<file path="src/rtl/mult_div_seq_pkg.sv">
// Shared CPU constants for the multiply/divide sequencer: FSM states, op codes
// and the divide-by-zero exception vector.
package mult_div_seq_pkg;

  typedef enum logic [1:0] {
    IDLE = 2'd0,
    RUN  = 2'd1,
    FIN  = 2'd2,
    DZ   = 2'd3
  } state_t;

  localparam logic OP_MULT = 1'b0;
  localparam logic OP_DIV  = 1'b1;

  // Also consumed by the exception-address mux.
  localparam logic [7:0] EXC_ADDR = 8'd255;

endpackage

</file>
<file path="src/rtl/mult_div_seq_abs_neg.sv">
// Combinational two's-complement conditional negate; driving negate with the
// sign bit turns it into an absolute value.
module md_abs_neg #(
  parameter int WIDTH = 32
) (
  input  logic [WIDTH-1:0] value,
  input  logic             negate,
  output logic [WIDTH-1:0] result
);

  assign result = negate ? (~value + WIDTH'(1)) : value;

endmodule

</file>
<file path="src/rtl/mult_div_seq.sv">
// Iterative signed MULT (Booth radix-2) / DIV (restoring) sequencer owning the
// HI and LO registers; WIDTH iterations per operation.
module mult_div_seq
  import mult_div_seq_pkg::*;
#(
  parameter int WIDTH = 32
) (
  input  logic             clk,
  input  logic             reset,
  input  logic             start,
  input  logic             op,
  input  logic [WIDTH-1:0] a_in,
  input  logic [WIDTH-1:0] b_in,
  output logic             busy,
  output logic             done,
  output logic             div_zero,
  output logic [WIDTH-1:0] hi_out,
  output logic [WIDTH-1:0] lo_out
);

  localparam int CW = $clog2(WIDTH) + 1;

  state_t           state_reg;
  logic [CW-1:0]    cnt_reg;
  logic [2*WIDTH:0] acc_reg;
  logic [2*WIDTH:0] acc_next;
  logic [WIDTH-1:0] m_reg;
  logic             op_reg;
  logic             neg_q_reg;
  logic             neg_r_reg;

  logic [WIDTH:0]   booth_upper;
  logic [WIDTH:0]   booth_m;
  logic [WIDTH:0]   booth_sum;
  logic [WIDTH:0]   div_shift;
  logic [WIDTH+1:0] div_trial;

  logic [WIDTH-1:0] abs_in  [2];
  logic [WIDTH-1:0] abs_out [2];
  logic [WIDTH-1:0] fix_in  [2];
  logic [WIDTH-1:0] fix_out [2];
  logic [1:0]       fix_neg;

  // Index 0: a / LO (quotient), index 1: b / HI (remainder).
  assign abs_in[0] = a_in;
  assign abs_in[1] = b_in;
  assign fix_in[0] = acc_next[WIDTH:1];
  assign fix_in[1] = acc_next[2*WIDTH:WIDTH+1];
  assign fix_neg[0] = (op_reg == OP_DIV) && neg_q_reg;
  assign fix_neg[1] = (op_reg == OP_DIV) && neg_r_reg;

  for (genvar gi = 0; gi < 2; gi++) begin : g_sign
    md_abs_neg #(.WIDTH(WIDTH)) u_abs (
      .value  (abs_in[gi]),
      .negate (abs_in[gi][WIDTH-1]),
      .result (abs_out[gi])
    );
    md_abs_neg #(.WIDTH(WIDTH)) u_fix (
      .value  (fix_in[gi]),
      .negate (fix_neg[gi]),
      .result (fix_out[gi])
    );
  end

  // One iteration step. The Booth add is done one bit wider so that the
  // shifted-in sign survives operands such as the most negative value.
  always_comb begin
    booth_upper = {acc_reg[2*WIDTH], acc_reg[2*WIDTH:WIDTH+1]};
    booth_m     = {m_reg[WIDTH-1], m_reg};
    booth_sum   = booth_upper;
    div_shift   = acc_reg[2*WIDTH:WIDTH];
    div_trial   = {1'b0, div_shift} - {2'b00, m_reg};
    acc_next    = acc_reg;
    if (op_reg == OP_MULT) begin
      case (acc_reg[1:0])
        2'b01:   booth_sum = booth_upper + booth_m;
        2'b10:   booth_sum = booth_upper - booth_m;
        default: booth_sum = booth_upper;
      endcase
      acc_next = {booth_sum, acc_reg[WIDTH:1]};
    end else if (!div_trial[WIDTH+1]) begin
      acc_next = {div_trial[WIDTH-1:0], acc_reg[WIDTH-1:1], 1'b1, 1'b0};
    end else begin
      acc_next = {div_shift[WIDTH-1:0], acc_reg[WIDTH-1:1], 1'b0, 1'b0};
    end
  end

  always_ff @(posedge clk) begin
    if (reset) begin
      state_reg <= IDLE;
      cnt_reg   <= '0;
      acc_reg   <= '0;
      m_reg     <= '0;
      op_reg    <= OP_MULT;
      neg_q_reg <= 1'b0;
      neg_r_reg <= 1'b0;
      busy      <= 1'b0;
      done      <= 1'b0;
      div_zero  <= 1'b0;
      hi_out    <= '0;
      lo_out    <= '0;
    end else begin
      done     <= 1'b0;
      div_zero <= 1'b0;
      case (state_reg)
        IDLE: begin
          if (start) begin
            if (op == OP_DIV && b_in == '0) begin
              state_reg <= DZ;
              div_zero  <= 1'b1;
            end else begin
              state_reg <= RUN;
              busy      <= 1'b1;
              cnt_reg   <= '0;
              op_reg    <= op;
              neg_q_reg <= a_in[WIDTH-1] ^ b_in[WIDTH-1];
              neg_r_reg <= a_in[WIDTH-1];
              if (op == OP_MULT) begin
                acc_reg <= {{WIDTH{1'b0}}, a_in, 1'b0};
                m_reg   <= b_in;
              end else begin
                acc_reg <= {{WIDTH{1'b0}}, abs_out[0], 1'b0};
                m_reg   <= abs_out[1];
              end
            end
          end
        end
        RUN: begin
          acc_reg <= acc_next;
          cnt_reg <= cnt_reg + CW'(1);
          // Last iteration lands straight in HI/LO on the same edge.
          if (cnt_reg == CW'(WIDTH - 1)) begin
            state_reg <= FIN;
            cnt_reg   <= '0;
            busy      <= 1'b0;
            done      <= 1'b1;
            lo_out    <= fix_out[0];
            hi_out    <= fix_out[1];
          end
        end
        FIN:     state_reg <= IDLE;
        DZ:      state_reg <= IDLE;
        default: state_reg <= IDLE;
      endcase
    end
  end

endmodule

</file>
<file path="config.mk">
export PLATFORM = sky130hd
export DESIGN_NAME = mult_div_seq
export DESIGN_NICKNAME = d
export VERILOG_FILES = /design/src/rtl/mult_div_seq_pkg.sv /design/src/rtl/mult_div_seq_abs_neg.sv /design/src/rtl/mult_div_seq.sv
export SDC_FILE = /design/constraint.sdc
export NUM_CORES = 1
export LEC_CHECK = 0
export ABC_AREA = 1
export CORE_ASPECT_RATIO = 0.7
export CORE_UTILIZATION = 40
export CTS_CLUSTER_DIAMETER = 150
export DETAILED_ROUTE_END_ITERATION = 10
export PLACE_DENSITY = 0.58
export RECOVER_POWER = 100
export SYNTH_ARGS = -nofsm -noshare
export SYNTH_HDL_FRONTEND = slang
export SYNTH_SLANG_ARGS = --single-unit
</file>
<file path="constraint.sdc">
create_clock -name clk -period 8.7 [get_ports clk]
set_input_delay 2.175 -clock clk [delete_from_list [all_inputs] [get_ports clk]]
set_output_delay 2.175 -clock clk [all_outputs]
set_load 0.05 [all_outputs]
</file>
Word-level counts from Yosys, hierarchy flattened
Index checks and enable logic that the tools add are counted.

Bits of input ports: 68. Memories kept: 0. Output and inout port bits: 67. Register bits after elaboration: 175. Memory bits (writable): 0. ROM bits: 0. Bits in latches: 0.

Bitwise operators: 9. $mul: 0. Add/sub/neg operators: 8. Shift operators: 0. Div/mod/pow operators: 0. Reductions and logical operators: 14. Muxes and demuxes: 26. Equal/unequal tests: 9. $lt $le $gt $ge: 0.

Operator list (number): 65-bit 2-to-1 mux (4); 32-bit 2-to-1 mux (5); 65-bit one-hot mux with 2 select lines (1); 32-bit by 1-bit adder with 32-bit output, second input constant (4); 32-bit NOT (4); 33-bit one-hot mux with 2 select lines (1); 33-bit by 32-bit subtractor with 34-bit output (1); 32-bit by 32-bit adder with 33-bit output (1); 33-bit 2-to-1 mux (1); 32-bit by 32-bit subtractor with 33-bit output (1); 32-bit zero test (1); 6-bit 2-to-1 mux (3); 6-bit one-hot mux with 2 select lines (1); 6-bit by 1-bit adder with 6-bit output, second input constant (1); 2-bit == test, second input constant (3); 6-bit by 5-bit == test with 1-bit output, second input constant (1); 2-bit 2-to-1 mux (3); 2-bit inequality test, second input constant (3); 2-bit one-hot mux with 3 select lines (1); 3-bit AND reduction (2); 1-bit 2-to-1 mux (5); 2-bit by 1-bit == test with 1-bit output, second input constant (2); 1-bit NOT (4); 2-bit AND reduction (2); 8 further kinds (11).

Depth between registers and ports, before layout
Gate-level depths: netlist (run 1).

Word-level depth: 7. Depth in mapped cells: 36. Gate-level depth less buffers: 36.

By module
A second synthesis (run 1) with hierarchy kept.

Cells, all modules: 3292. Area, all modules: 18515.3 um^2.

By module, submodules not included: mult_div_seq (cells an instance 2384, seq. area each 3503.4 um^2, area an instance 14081.0 um^2, times used 1); md_abs_neg (cells an instance 227, seq. area each 0.0 um^2, area an instance 1108.6 um^2, times used 4).

Least setup slack after synthesis (run 1)
Ideal clock, no wire load.

Path kind: input to register. From: input a_in[0]. To: register acc_reg[29]. Path slack: 4466 ps. Path buffers: 0. Data arrival time: 4119 ps. Setup time: 115 ps. Cell stages on the path: 16. Path through: inv_1 ha_1 nand3_1 nor3_1 nand3_1 nor3_2 nand3_1 o21ai_2 o21ai_0 nor2_1 o21ai_0 or2_0 nand3_1 o21ai_0 o21ai_0 inv_1.

Cells in the longest elaborated chain, start to end: 7.

RTL lines: start, declared (RTL line mult_div_seq.sv:12) `input logic [WIDTH-1:0] a_in,`; 32-bit NOT (RTL line mult_div_seq_abs_neg.sv:11) `assign result = negate ? (~value + WIDTH'(1)) : value;`; 32-bit by 1-bit adder with 32-bit output (RTL line mult_div_seq_abs_neg.sv:11); 32-bit 2-to-1 mux (RTL line mult_div_seq_abs_neg.sv:11); 33-bit 2-to-1 mux (RTL line mult_div_seq.sv:118) `if (op == OP_MULT) begin`; 65-bit 2-to-1 mux (RTL line mult_div_seq.sv:108) `if (op == OP_DIV && b_in == '0) begin`; 65-bit 2-to-1 mux (RTL line mult_div_seq.sv:107) `if (start) begin`; 65-bit one-hot mux with 2 select lines (RTL line mult_div_seq.sv:105) `case (state_reg)`; end signal, assigned (RTL line mult_div_seq.sv:119) `acc_reg <= {{WIDTH{1'b0}}, a_in, 1'b0};`; end signal, assigned (RTL line mult_div_seq.sv:122) `acc_reg <= {{WIDTH{1'b0}}, abs_out[0], 1'b0};`; end signal, assigned (RTL line mult_div_seq.sv:129) `acc_reg <= acc_next;`; end, declared (RTL line mult_div_seq.sv:25) `logic [2*WIDTH:0] acc_reg;`.

No other way between the ends. The select of a mux whose other input is x is not followed. A chain may end at the register's enable or synchronous reset.

Final worst setup path (run 1)
From: register m_reg[20]. To: register lo_out[28].

Cells in the longest elaborated chain, start to end: 6.

RTL lines: start, declared (RTL line mult_div_seq.sv:27) `logic [WIDTH-1:0] m_reg;`; start signal, assigned (RTL line mult_div_seq.sv:120) `m_reg <= b_in;`; start signal, assigned (RTL line mult_div_seq.sv:123) `m_reg <= abs_out[1];`; 33-bit by 32-bit subtractor with 34-bit output (RTL line mult_div_seq.sv:72) `div_trial = {1'b0, div_shift} - {2'b00, m_reg};`; 65-bit 2-to-1 mux (RTL line mult_div_seq.sv:81) `end else if (!div_trial[WIDTH+1]) begin`; 65-bit 2-to-1 mux (RTL line mult_div_seq.sv:74) `if (op_reg == OP_MULT) begin`; 32-bit NOT (RTL line mult_div_seq_abs_neg.sv:11); 32-bit by 1-bit adder with 32-bit output (RTL line mult_div_seq_abs_neg.sv:11); 32-bit 2-to-1 mux (RTL line mult_div_seq_abs_neg.sv:11); end signal, assigned (RTL line mult_div_seq.sv:137) `lo_out <= fix_out[0];`; end, declared (RTL line mult_div_seq.sv:18) `output logic [WIDTH-1:0] lo_out`.

No other way between the ends.

==> results of run 1 <==
## area by class of cell
| class | instances | area (um^2) | area share |
|---|---|---|---|
| clock buffers | 19 | 442.9 | 0.02360 |
| multi-input cells | 2144 | 10850 | 0.5781 |
| flip-flops and latches | 175 | 3507 | 0.1868 |
| well taps | 535 | 669.4 | 0.03566 |
| clock inverters | 13 | 147.6 | 0.007866 |
| repair buffers | 157 | 1503 | 0.08006 |
| inverters | 439 | 1649 | 0.08785 |
## through the flow
| stage | std cells | hold slack [ns] | total power (W) | utilization |
|---|---|---|---|---|
| global route | 3482 | 0.4786 | 0.004618 | 0.4676 |
| finish | 3482 | 0.4636 | 0.004290 | 0.4676 |
| CTS | 3482 | 0.4703 | 0.004258 | 0.4688 |
| global placement | 3450 | 0.4543 | 0.003437 | 0.4541 |
| floorplan | 2857 | 0.4376 | 0.002704 | - |
| detailed placement | 3450 | 0.4587 | 0.003443 | 0.4541 |
## logic make-up after synthesis
family	synth area share
simple gates	0.3624
xor+xnor	0.06209
buf+inv	0.1288
flops	0.2123
mux	0.001819
compound gates	0.1763
fa+ha+maj	0.05625
## cell usage in the layout (no fill, tap or decap), types with 7 or more instances in the layout
master           instances
ha_1                    71
xnor2_1                 23
o21ai_1                 13
nor2_1                 262
o31ai_1                  7
o21bai_1                 7
dfxtp_1                174
dlygate4sd3_1           69
o22ai_1                 23
o21ai_0                203
clkbuf_16               17
nand3b_1                10
o221ai_1                12
o211ai_1                10
or2_2                    9
nor3_1                  41
buf_4                   20
clkdlybuf4s50_1         65
xor2_1                  94
nand4_1                 19
inv_6                    7
inv_1                  426
nor4_1                  14
nand2_1                804
nand3_1                208
nor2_2                  12
inv_2                    9
a31oi_1                 10
a21oi_1                221
nand2_2                 17
## power breakdown
group	internal [W]	switching, W	total (W)
clock	0.000437	0.000371	0.000808
combinational	0.000742	0.00175	0.00250
sequential	0.000872	0.000113	0.000986
## worst max-delay path, stage by stage, from the launching register on
cell,delay (ns)
dfxtp_1,0.56
inv_1,0.13
ha_1,0.44
nand2_1,0.17
inv_2,0.03
nand2_1,0.06
nand2_1,0.09
a21oi_2,0.17
nor2_1,0.10
nor2_4,0.09
buf_4,0.34
nand2_1,1.02
nand2_1,0.87
o21ai_1,0.32
inv_1,0.22
ha_1,0.19
nand2_1,0.08
nor3_1,0.40
nand3_1,0.20
nor2_2,0.19
nand3_1,0.14
o21ai_1,0.22
o21ai_0,0.15
a21oi_1,0.14
o21ai_0,0.17
o211ai_1,0.12
inv_1,0.08
## layer usage
metal	vias to the layer above	global-route usage	routed length [um]
li1	9337	-	-
met1	8397	0.4862	34070
met2	610	0.4278	25020
met3	34	0.05789	5012
met4	0	0.03913	484
met5	-	0	0
## worst min-delay path by stage
stage                             startpoint                  endpoint  slack (ns)  cells after the start
floorplan           acc_reg[14]$_SDFFE_PP0P_  acc_reg[14]$_SDFFE_PP0P_        0.44                      2
global placement    acc_reg[14]$_SDFFE_PP0P_  acc_reg[14]$_SDFFE_PP0P_        0.45                      2
detailed placement  acc_reg[15]$_SDFFE_PP0P_  acc_reg[15]$_SDFFE_PP0P_        0.46                      2
CTS                 acc_reg[15]$_SDFFE_PP0P_  acc_reg[15]$_SDFFE_PP0P_        0.47                      2
global route          lo_out[2]$_SDFFE_PP0P_    lo_out[2]$_SDFFE_PP0P_        0.48                      2
finish                lo_out[2]$_SDFFE_PP0P_    lo_out[2]$_SDFFE_PP0P_        0.46                      2
==> run metrics, run 1 <==
vias in the first global route=16470; Final setup viols=0; crit end category=flip-flop; Synth area leader=dfxtp_1; Setup crit start=m_reg[20]$_SDFFE_PP0P_; most common cell in the netlist=nand2_1; global-route wire length before repair=98850 um; GRT overflow=0; DRT Pass-1 Iters=6; Syn Inst Count=2857; PwrDens=228.5 nW/um^2; LEAKAGE=9.605 nW; DP Wirelength=52300 um; Syn Std Cell Area=16500 um^2; syn_nets=2998; syn avg cell area=5.777 um^2; main flop type after synthesis=dfxtp_1; Yosys top cell area share=0.2123; Largest register FFs=65; crit path launch type=flip-flop; Crit Path Max Fanout=36; Die Height=172.0 um; fin. max-slew vios=99; final antenna diode count=0; Post-Route Setup TNS=0 ns; I/O Pins=135; top cells by count, synth=nand2_1 (802), inv_1 (423), nor2_1 (261); initial core utilization=0.4111; post-route minimum period=6.886 ns; sequential element share of the synthesized area=0.2123; GP Congestion=0.9975; Peak VDD IR=0.1721 mV; placed inst area=18230 um^2; clock-pin slew on the worst setup and hold paths=0.07 ns; Num CTS Buffers=17; critical path arrival=7.22 ns; proportion of layout cells with a drive suffix above 1=0.04106; worst reg2reg path endpoint=lo_out[28]$_SDFFE_PP0P_; wire length per cell=18.55 um; Synth warnings=0; post-route cell area=18770 um^2; clock root buffer=clkbuf_16; Post-synth EDFFs=0; cells on worst reg2reg path=26; worst slack at placement=2.931 ns; Filler cells=4464; CTS tree=done; Worst Setup EP=lo_out[28]$_SDFFE_PP0P_; fraction of registers with async set/reset=0; unrepaired setup endpoints after global routing=no; Detail Route Antenna Nets=0; Post-CTS Setup Repair Bufs=0; # DRC=0; Setup WS post-layout=1.814 ns; # rows=61; CTS Sinks=175; die extent in x=244.8 um; Clock Path Buffers=2; DIE AREA=42090 um^2; post_cts resized=0; Slew @ Worst Pin=2.053 ns; FMAX=145.2 MHz; critical path required time=9.03 ns; Hold Vio Cnt, Final=0; H-tree levels=4; reg-to-reg startpoint=m_reg[20]$_SDFFE_PP0P_; via count=18380; Crit Path Category=flip-flop to flip-flop; # hold bufs at CTS=0; largest net degree at the start of global routing=70; #FFs+latches synth=175; largest cells by area after synthesis=dfxtp_1 (21%), nand2_1 (18%), inv_1 (9.6%); Slew HR=-0.3764; # port buffers=134; reg2reg setup slack=1.81 ns; synth unique cells=55; post-DR vias/cell=5.278; Core Box Area=40150 um^2; initial antenna violation count=0; final period utilization=0.7915; GRT Total Usage=0.3077; WL final=64580 um; Worst Clk Skew=0.01084 ns; area growth from synthesis to layout=13.73%; drt first-iter violations=1844; # nets final=3075; Hold Crit Class=flip-flop to flip-flop; status=finished with violations; violations in the final reports=capacitance limit, slew limit; # Max-Cap Violations=2; Skew-Pair Late Insertion Delay=0.45 ns
No activity file was read; power rests on OpenSTA's default activity.
==> run 2: changes to the inputs <==
Settings changed: PLACE_DENSITY 0.58 to 0.6.
Clock period 8.7 ns to 5.6 ns, I/O delays scaled along.
==> run 2 against run 1 <==
Core utilization grew 0.39 points. Clock skew up 0.0056 ns. Largest power group unchanged. The flow still finishes with violations (capacitance limit, slew limit). Setup slack worse by 1.3 ns. Largest cell class unchanged.
==> run metrics, run 2 (synthesized netlist as in run 1, its figures left out) <==
GRT Total Usage=0.3060; Worst Hold Path EP=lo_out[2]$_SDFFE_PP0P_; # hold bufs at CTS=0; CTS Sinks=175; critical path required time=5.94 ns; DRT Pass-1 Iters=5; largest net degree at the start of global routing=90; commonest non-fill, non-tap cell in the layout=nand2_1; Num CTS Buffers=17; DIE AREA=42090 um^2; # rows=61; Slew @ Worst Pin=1.954 ns; drt first-iter violations=1862; Hold Crit Class=flip-flop to flip-flop; Detail Route Antenna Nets=0; LEAKAGE=9.694 nW; Most common cell on crit path=clkbuf_2; fin. max-slew vios=90; # DRC=0; Post-Layout Cell Count=3497; wire length per cell=18.52 um; reg2reg setup slack=0.56 ns; Skew-Pair Late Insertion Delay=0.46 ns; status=finished with violations; Die Height=172.0 um; GP Congestion=0.9629; die extent in x=244.8 um; global-route wire length before repair=98710 um; Core Box Area=40150 um^2; clock root buffer=clkbuf_16; Worst Clk Skew=0.01647 ns; Slew HR=-0.3027; Peak VDD IR=0.2638 mV; final period utilization=0.9154; Hold Vio Cnt, Final=0; # Max-Cap Violations=1; DP Wirelength=52260 um; Filler cells=4350; unrepaired setup endpoints after global routing=no; post-DR vias/cell=5.368; clock-pin slew on the worst setup and hold paths=0.07 ns; GRT overflow=0; worst reg2reg path endpoint=hi_out[27]$_SDFFE_PP0P_; hold wc startpoint=lo_out[2]$_SDFFE_PP0P_; # port buffers=134; critical path arrival=5.47 ns; Post-Route Setup TNS=0 ns; Largest register FFs=65; CTS tree=done; I/O Pins=135; proportion of layout cells with a drive suffix above 1=0.04997; CP cell instances=clkdlybuf4s50_1 -> clkbuf_2 -> clkinvlp_2 -> clkbuf_2 -> a22oi_1 -> inv_1; PwrDens=352.0 nW/um^2; via count=18770; # nets final=3090; Crit Path Category=primary input to flip-flop; initial antenna violation count=0; most frequent cells in the layout=nand2_1 (803), inv_1 (424), nor2_1 (258); WL final=64750 um; final antenna diode count=0; Hold Path Stages=2; violations in the final reports=capacitance limit, slew limit; FMAX=195.1 MHz; area growth from synthesis to layout=14.68%; Final setup viols=0; initial core utilization=0.4111; vias in the first global route=16710; cells on worst reg2reg path=33; H-tree levels=4; CP max stage cell=clkbuf_2; reg-to-reg startpoint=m_reg[1]$_SDFFE_PP0P_; Largest stage delay, worst path=1.32 ns; post-route minimum period=5.126 ns; crit end category=flip-flop; Post-Place Cells=3465; Crit Path Max Fanout=89; Clock Path Buffers=2; crit path launch type=primary input
## run 2: metal layers
layer	track usage	up-vias	routed length, um
li1	-	9354	-
met3	0.05153	41	5511
met1	0.4759	8684	32940
met2	0.4322	692	25460
met4	0.05707	0	841
met5	0	-	0
## run 2: power breakdown
part | total (W) | internal (W) | switching (W)
Sequential | 0.00152 | 0.00136 | 0.000161
Combinational | 0.00390 | 0.00117 | 0.00273
Clock | 0.00125 | 0.000677 | 0.000570
## run 2: how the worst max path moves through the flow
stage / startpoint / end / slack (ns) / depth (start not counted)
2_1_floorplan: m_reg[1]$_SDFFE_PP0P_ / hi_out[30]$_SDFFE_PP0P_ / 1.63 / 35
3_3_place_gp: m_reg[1]$_SDFFE_PP0P_ / hi_out[30]$_SDFFE_PP0P_ / 0.38 / 35
3_5_place_dp: m_reg[1]$_SDFFE_PP0P_ / hi_out[27]$_SDFFE_PP0P_ / 0.50 / 33
4_1_cts: m_reg[1]$_SDFFE_PP0P_ / hi_out[27]$_SDFFE_PP0P_ / 0.41 / 33
5_1_grt: m_reg[1]$_SDFFE_PP0P_ / hi_out[29]$_SDFFE_PP0P_ / 0.02 / 33
6_report: reset / acc_reg[1]$_SDFFE_PP0P_ / 0.47 / 6
## run 2: layout make-up
type	instances	area, um^2	area share
Clock buffer	21	481.7	0.02545
Clock inverter	11	121.4	0.006412
Inverter	439	1649	0.08713
Multi-Input combinational cell	2144	10890	0.5756
Sequential cell	175	3507	0.1853
Tap cell	535	669.4	0.03537
Timing Repair Buffer	172	1604	0.08475
## run 2: repair_timing
item / 4_1_cts / 5_1_grt
setup endpoints to repair: 0 / 5
resized for setup: 0 / 4
buffers inserted: 0 / 0
## run 2: metrics by stage
stage               hold slack (ns)  power (W)  utilization  setup slack [ns]  instance area (um^2)
finish                       0.4625   0.006662       0.4715            0.4740                 18930
floorplan                    0.4376   0.004201            -             1.632                 16500
global placement             0.4498   0.005326       0.4569            0.3810                 18340
CTS                          0.4675   0.006587       0.4719            0.4086                 18950
detailed placement           0.4565   0.005328       0.4569            0.4952                 18340
global route                 0.4795   0.007161       0.4715           0.01576                 18930
## run 2: worst max-delay path: cells and delay by family
family	cells	cell delay, ns
AOI/OAI and AO/OA	1	0.58
buffers and inverters	5	3.47
==> run 3: changes to the inputs <==
==> constraint.sdc (replaced) <==
create_clock -name clk -period 5.6 [get_ports clk]
set_input_delay 0.56 -clock clk [delete_from_list [all_inputs] [get_ports clk]]
set_output_delay 0.56 -clock clk [all_outputs]
set_load 0.05 [all_outputs]
==> run 3 against run 2 <==
The run still ends with capacitance limit, slew limit left. Via count is 1.2% lower. Largest cell class unchanged. Global-route usage is 0.58 points lower. Critical path depth is 4 higher. Fmax is 1.4% lower. Routed wire length is 1.7% lower. Hold slack better by 0.0088 ns. Die area stayed put. Setup slack worse by 0.070 ns. Clock-buffer cell count is 2 lower. Sequential share of layout area is 0.055 points higher.
==> run metrics, run 3 (synthesized netlist as in run 1, its figures left out) <==
placed inst area=18330 um^2; violations in the final reports=capacitance limit, slew limit; cells on worst reg2reg path=10; proportion of layout cells with a drive suffix above 1=0.04696; DRT Pass-1 Iters=8; Worst Clk Skew=0.01827 ns; crit path launch type=flip-flop; # Max-Cap Violations=2; GRT Total Usage=0.3003; CTS Sinks=175; Peak VDD IR=0.2447 mV; Hold Vio Cnt, Final=0; most frequent cells in the layout=nand2_1 (802), inv_1 (425), nor2_1 (260); # nets final=3088; I/O Pins=135; final antenna diode count=0; FMAX=192.5 MHz; commonest non-fill, non-tap cell in the layout=nand2_1; area growth from synthesis to layout=14.34%; Total Power=0.006561 W; Hold Path Stages=2; Post-Layout Cell Count=3495; Hold Crit Class=flip-flop to flip-flop; via count=18540; PwrDens=347.7 nW/um^2; CTS tree=done; Detail Route Antenna Nets=0; Largest register FFs=65; DIE AREA=42090 um^2; Crit Path Max Fanout=44; Post-Route Setup TNS=0 ns; fin. max-slew vios=81; Num CTS Buffers=17; CP max stage cell=clkbuf_1; wire length per cell=18.21 um; GP Congestion=0.9921; Skew-Pair Late Insertion Delay=0.46 ns; Slew HR=-0.6589; reg-to-reg startpoint=state_reg[0]$_SDFFE_PP0P_; DP Wirelength=51550 um; Die Height=172.0 um; post_cts resized=0; clock-pin slew on the worst setup and hold paths=0.08 ns; H-tree levels=4; drt first-iter violations=1994; unrepaired setup endpoints after global routing=no; status=finished with violations; global-route wire length before repair=96970 um; initial core utilization=0.4111; Post-Place Cells=3463; GRT overflow=0; LEAKAGE=9.654 nW; Worst Hold Path EP=acc_reg[18]$_SDFFE_PP0P_; # DRC=0; critical path required time=6.00 ns; Final setup viols=0; WL final=63640 um; Clock Path Buffers=2; vias in the first global route=16350; Core Box Area=40150 um^2; # rows=61; reg2reg setup slack=0.40 ns; crit end category=flip-flop; critical path arrival=5.60 ns; Slew @ Worst Pin=2.488 ns; post-route minimum period=5.196 ns; Largest stage delay, worst path=1.75 ns; WHS=0.4713 ns; die extent in x=244.8 um; # hold bufs at CTS=0; final period utilization=0.9279; Post-CTS Setup Repair Bufs=0; initial antenna violation count=0; CP cell instances=inv_1 -> nor2_4 -> clkbuf_1 -> nand2_1 -> nor2_1 -> clkbuf_1 -> clkinv_1 -> nand2_1 -> o21ai_1 -> inv_1; clock root buffer=clkbuf_16; hold wc startpoint=acc_reg[18]$_SDFFE_PP0P_; post-DR vias/cell=5.305; Crit Path Category=flip-flop to flip-flop; largest net degree at the start of global routing=94; # port buffers=134; post-route cell area=18870 um^2; worst reg2reg path endpoint=hi_out[19]$_SDFFE_PP0P_
==> run 3: final cells by class <==
type / instances / area [um^2]
Fill cell: 4338 / 21280
Multi-Input combinational cell: 2144 / 10880
Sequential cell: 175 / 3507
Inverter: 439 / 1649
Timing Repair Buffer: 170 / 1593
Tap cell: 535 / 669.4
Clock buffer: 19 / 442.9
Clock inverter: 13 / 125.1
==> run 3: worst max path at each step <==
stage | from | to | cells after the start
after global placement | m_reg[1]$_SDFFE_PP0P_ | hi_out[31]$_SDFFE_PP0P_ | 34
after floorplan | m_reg[1]$_SDFFE_PP0P_ | hi_out[30]$_SDFFE_PP0P_ | 35
after detailed placement | m_reg[1]$_SDFFE_PP0P_ | hi_out[31]$_SDFFE_PP0P_ | 34
after global routing | m_reg[0]$_SDFFE_PP0P_ | hi_out[31]$_SDFFE_PP0P_ | 33
after CTS | m_reg[1]$_SDFFE_PP0P_ | hi_out[31]$_SDFFE_PP0P_ | 34
final | state_reg[0]$_SDFFE_PP0P_ | hi_out[19]$_SDFFE_PP0P_ | 10
==> run 3: critical path: cells and delay by family (launching register included) <==
family          cells  cell delay [ns]
simple gates        4             0.77
buf+inv             5             3.88
flops               1             0.34
compound gates      1             0.11
==> run 3: per-stage QoR <==
stage               utilization  setup slack (ns)
floorplan                     -             1.632
finish                   0.4700            0.4039
global route             0.4700           0.02291
detailed placement       0.4565            0.5356
CTS                      0.4707            0.5011
global placement         0.4565            0.4191
==> run 3: power breakdown <==
group | internal (W) | leakage, nW | switching (W)
combinational | 0.00117 | 7.96 | 0.00268
clock | 0.000599 | 0.271 | 0.000593
sequential | 0.00136 | 1.43 | 0.000167
==> run 3: layer usage <==
metal | global-route usage | share of wire | vias to the layer above | wire, um
li1 | - | - | 9350 | -
met1 | 0.4674 | 0.51 | 8494 | 32480
met2 | 0.4207 | 0.39 | 649 | 25070
met3 | 0.05308 | 0.083 | 49 | 5256
met4 | 0.05707 | 0.013 | 0 | 838
met5 | 0 | 0 | - | 0
